===== src/rtl/ysyx_25060170_exu_seq.sv =====
// rtl/ysyx_25060170_exu_seq.sv - valid/ready sequencer holding EXU operands for ALU_LAT cycles
module ysyx_25060170_exu_seq #(
  parameter int ALU_LAT = 2,
  parameter int CNT_W   = 32
) (
  input  logic             clk,
  input  logic             rst_n,
  input  logic             flush,
  input  logic             in_valid,
  output logic             in_ready,
  input  logic [31:0]      in_op1,
  input  logic [31:0]      in_op2,
  input  logic             in_is_jalr,
  output logic [31:0]      exu_op1,
  output logic [31:0]      exu_op2,
  output logic             exu_is_jalr,
  input  logic [31:0]      exu_res,
  output logic             out_valid,
  input  logic             out_ready,
  output logic [31:0]      out_res,
  output logic             busy,
  output logic [CNT_W-1:0] stall_cnt
);

  localparam int LAT_W = (ALU_LAT > 1) ? $clog2(ALU_LAT) : 1;
  localparam logic [LAT_W-1:0] LAT_INIT = LAT_W'(ALU_LAT - 1);

  typedef enum logic [1:0] {IDLE, EXEC, DONE} state_t;

  state_t           state, state_nxt;
  logic [LAT_W-1:0] lat_cnt;
  logic             accept;

  assign accept = in_valid & in_ready & ~flush;

  always_ff @(posedge clk or negedge rst_n) begin
    if (!rst_n) state <= IDLE;
    else        state <= state_nxt;
  end

  always_comb begin
    state_nxt = state;
    case (state)
      IDLE:    if (accept) state_nxt = EXEC;
      EXEC:    if (lat_cnt == '0) state_nxt = DONE;
      DONE:    if (out_ready) state_nxt = accept ? EXEC : IDLE;
      default: state_nxt = IDLE;
    endcase
    // A flush kills whatever is in flight; a DONE retire under flush still completes on the WBU side.
    if (flush) state_nxt = IDLE;
  end

  always_comb begin
    in_ready  = 1'b0;
    out_valid = 1'b0;
    busy      = (state != IDLE);
    case (state)
      IDLE: in_ready = 1'b1;
      DONE: begin
        out_valid = 1'b1;
        in_ready  = out_ready;
      end
      default: ;
    endcase
  end

  always_ff @(posedge clk or negedge rst_n) begin
    if (!rst_n) begin
      exu_op1     <= '0;
      exu_op2     <= '0;
      exu_is_jalr <= 1'b0;
      lat_cnt     <= '0;
      out_res     <= '0;
      stall_cnt   <= '0;
    end else begin
      if (accept) begin
        exu_op1     <= in_op1;
        exu_op2     <= in_op2;
        exu_is_jalr <= in_is_jalr;
        lat_cnt     <= LAT_INIT;
      end else if (state == EXEC && !flush) begin
        if (lat_cnt != '0) lat_cnt <= lat_cnt - LAT_W'(1);
        else               out_res <= exu_res;
      end
      // Saturating so a long WBU stall never reads back as a small count.
      if (state == DONE && !out_ready && stall_cnt != '1)
        stall_cnt <= stall_cnt + CNT_W'(1);
    end
  end

endmodule


===== config.mk =====
export PLATFORM = sky130hd
export DESIGN_NAME = ysyx_25060170_exu_seq
export DESIGN_NICKNAME = d
export VERILOG_FILES = /design/src/rtl/ysyx_25060170_exu_seq.sv
export SDC_FILE = /design/constraint.sdc
export NUM_CORES = 1
export LEC_CHECK = 0
export ABC_AREA = 1
export CORE_MARGIN = 2
export CORE_UTILIZATION = 44
export DETAILED_ROUTE_END_ITERATION = 12
export PLACE_DENSITY = 0.81
export SYNTH_ARGS = -nofsm -noshare
export SYNTH_HDL_FRONTEND = slang
export SYNTH_SLANG_ARGS = --single-unit

===== constraint.sdc =====
create_clock -name clk -period 1.9 [get_ports clk]
set_input_delay 0.38 -clock clk [delete_from_list [all_inputs] [get_ports clk]]
set_output_delay 0.38 -clock clk [all_outputs]
set_load 0.02 [all_outputs]

==> out/metrics.cfg <==
[outcome]
status=finished clean

[setup_path]
worst-path-buf-inv=1
path_delay_family=buffers and inverters
crit_type=flop to primary output
path_max_fanout=5
cp.required_ns=1.52
slowest_stage=clkdlybuf4s50_1
end_kind=primary output
cpPeakStageDelay_ns=0.63
timing.critical_path.cells=clkdlybuf4s50_1
cp.arrival_ns=1.47
cp-start-kind=flop

[floorplanning]
fp.coreArea_mm2=0.0133
die_area_mm2=0.0146
row_count=42
start_util_pct=45.1
io-pin-count=234
die_w_um=121
die_height_um=121

[clock_network]
cts.sink_count=132
clk_pin_slew_worst_paths_ns=0.05
clock_path_buffers=2
tritoncts=done
h-tree-depth=4
insertion_delay_ns=0.42
clockRootBuffer=clkbuf_16
numCtsBuffers=17
post-cts-setup-buffers=0

[global_routing]
grt_first_pass_wirelength_um=26200
antenna_found_initial=0
grt_pass1_vias=5350
grt_util_all_layers_pct=23.5
grt_overflow=0
grt_max_degree=48

[yosys]
synthTopCellsByArea=dfrtp_1, nand2_1, mux2_2, inv_1, o21ai_0
syn_nets=804
ys_warn_count=0
postSynthAreaPerCell_um2=8.55
synth_top_area_share_pct=55.1
synthesis.area_mm2=0.00599
synth-seq-cells=132
ys_seq_area_share_pct=55.1
synth_cells=701
yosysUniqueCellTypes=27
synth_most_common_cell=nand2_1
async_flop_share_pct=100
yosys-top-cells-count=nand2_1, dfrtp_1, inv_1, o21ai_0, nor2_1
synth_area_leader_cell=dfrtp_1
ys.flop_type=dfrtp_1
synth_edf_count=0

[sta]
drv_slew=0
fmax_mhz=541
final.setup_skew_ns=0.00961
rsz0062_at_grt=no
fin_ws_ns=0.0500
fin_crit_sh_pct=97.4
hold_viol=0
finalSetupViolCount=0
post-route-min-period_ns=1.85
slew_headroom_pct=69.1
tightestPinTransition_ns=0.463

[place]
dpl.hpwl_um=12200
numPortBuffers=233
dpl_cell_area_mm2=0.00867
gp_congestion=0.930
dp_slack_ns=-0.114

[drt]
routedWlPerCell_um=14.2
post-route-drc-count=0
via_per_inst=4.68
num_vias=5325
firstDrtPassIters=5
first_iter_violations=308
ant_nets=0
routed_wl_um=16200

[power]
power.density_mw_per_mm2=1120
finalPower_mw=10.4
leakagePower_nw=4.68
ir_worst_vdd_mv=0.894

[cells_and_area]
final_design_area_no_fill_mm2=0.00927
n_antenna_cell=0
final_net_count=1053
drive_above_1_share_pct=10.2
area_delta_synth_final_pct=54.7

[job]
drv_cap=0

[worst_hold_path]
hp-class=input port to async pin

worst paths after layout:
check	startpoint	end	slack, ns	cells after the start
setup / recovery	stall_cnt[7]$_DFFE_PN0P_	stall_cnt[7]	0.05	1
hold / removal	rst_n	exu_op1[4]$_DFFE_PN0P_	0.48	2
setup reg to reg	stall_cnt[1]$_DFFE_PN0P_	stall_cnt[6]$_DFFE_PN0P_	0.20	10
hold reg to reg	exu_op1[2]$_DFFE_PN0P_	exu_op1[2]$_DFFE_PN0P_	0.48	2
max in group asynchronous	rst_n	exu_op1[5]$_DFFE_PN0P_	0.87	3
min in group clk	exu_op1[2]$_DFFE_PN0P_	exu_op1[2]$_DFFE_PN0P_	0.48	2
cell families after synthesis:
logic type,after synthesis,synth area share [%]
muxes,32,6.02
xor gates and xnor gates,13,1.90
and+or+nand+nor,335,22.6
DFF,132,55.1
adders and majority gates,1,0.209
buffers and inverters,116,8.04
AOI/OAI and AO/OA,72,6.06
state kept, by name (all words and copies together), names as in the netlist:
signal and count:
out_res 32, exu_op2 32, state 2, exu_is_jalr 1, lat_cnt 1, stall_cnt 32, exu_op1 32
repair_timing:
item / CTS / global route
gates resized for setup: 18 / 20
hold buffers: 1 / 0
endpoints found under the setup margin: 16 / 21
endpoints found under the hold margin: 42 / 0
layout make-up:
type / count / area, µm²
fill: 1031 / 4030
sequential: 132 / 3310
timing repair buffer: 252 / 2610
multi-input combinational: 453 / 2210
clock buffer: 20 / 467
inverter: 94 / 355
tap: 176 / 220
clock inverter: 12 / 106
where the power goes:
group,leakage [nW],total (mW),internal [mW],switching (mW)
Combinational,2.73,3.45,1.77,1.68
Clock,0.274,3.10,1.89,1.21
Sequential,1.67,3.87,3.49,0.383
Total,4.68,10.4,7.15,3.27
placed cells by master, fill, tap and decap left out, types with 2 or more instances in the layout:
| master | count |
|---|---|
| clkdlybuf4s50_1 | 200 |
| nand2_1 | 254 |
| clkbuf_16 | 17 |
| nand4_1 | 3 |
| dlygate4sd2_1 | 14 |
| nand3_1 | 16 |
| xnor2_1 | 6 |
| clkinvlp_4 | 4 |
| dfrtp_1 | 130 |
| buf_4 | 9 |
| xor2_1 | 7 |
| dlymetal6s2s_1 | 16 |
| clkinv_4 | 3 |
| dfrtp_2 | 2 |
| clkbuf_8 | 3 |
| nand3b_1 | 3 |
| o21ai_0 | 49 |
| buf_12 | 9 |
| nor2_2 | 3 |
| nor2_4 | 2 |
| o21ai_1 | 21 |
| nor2_1 | 48 |
| mux2_2 | 32 |
| nand2_2 | 2 |
| inv_1 | 93 |
| clkinv_2 | 4 |
stage by stage:
stage	hold WS [ns]	cells	setup TNS (ns)	util, %
CTS	0.478	1139	0	69.4
finish	0.477	1139	0	69.7
global route	0.487	1139	0	69.7
floorplan	0.0844	701	0	-
global placement	0.347	1106	-0.119	65.2
detailed placement	0.350	1106	-0.114	65.2
metal layers:
metal	up-vias	routed length (µm)	track usage (%)
met1	2470	6260	26.3
li1	2651	-	-
met3	35	1170	8.96
met5	-	0	0
met4	0	501	10.1
met2	169	8270	39.8
No activity file was read; power rests on OpenSTA's default activity.
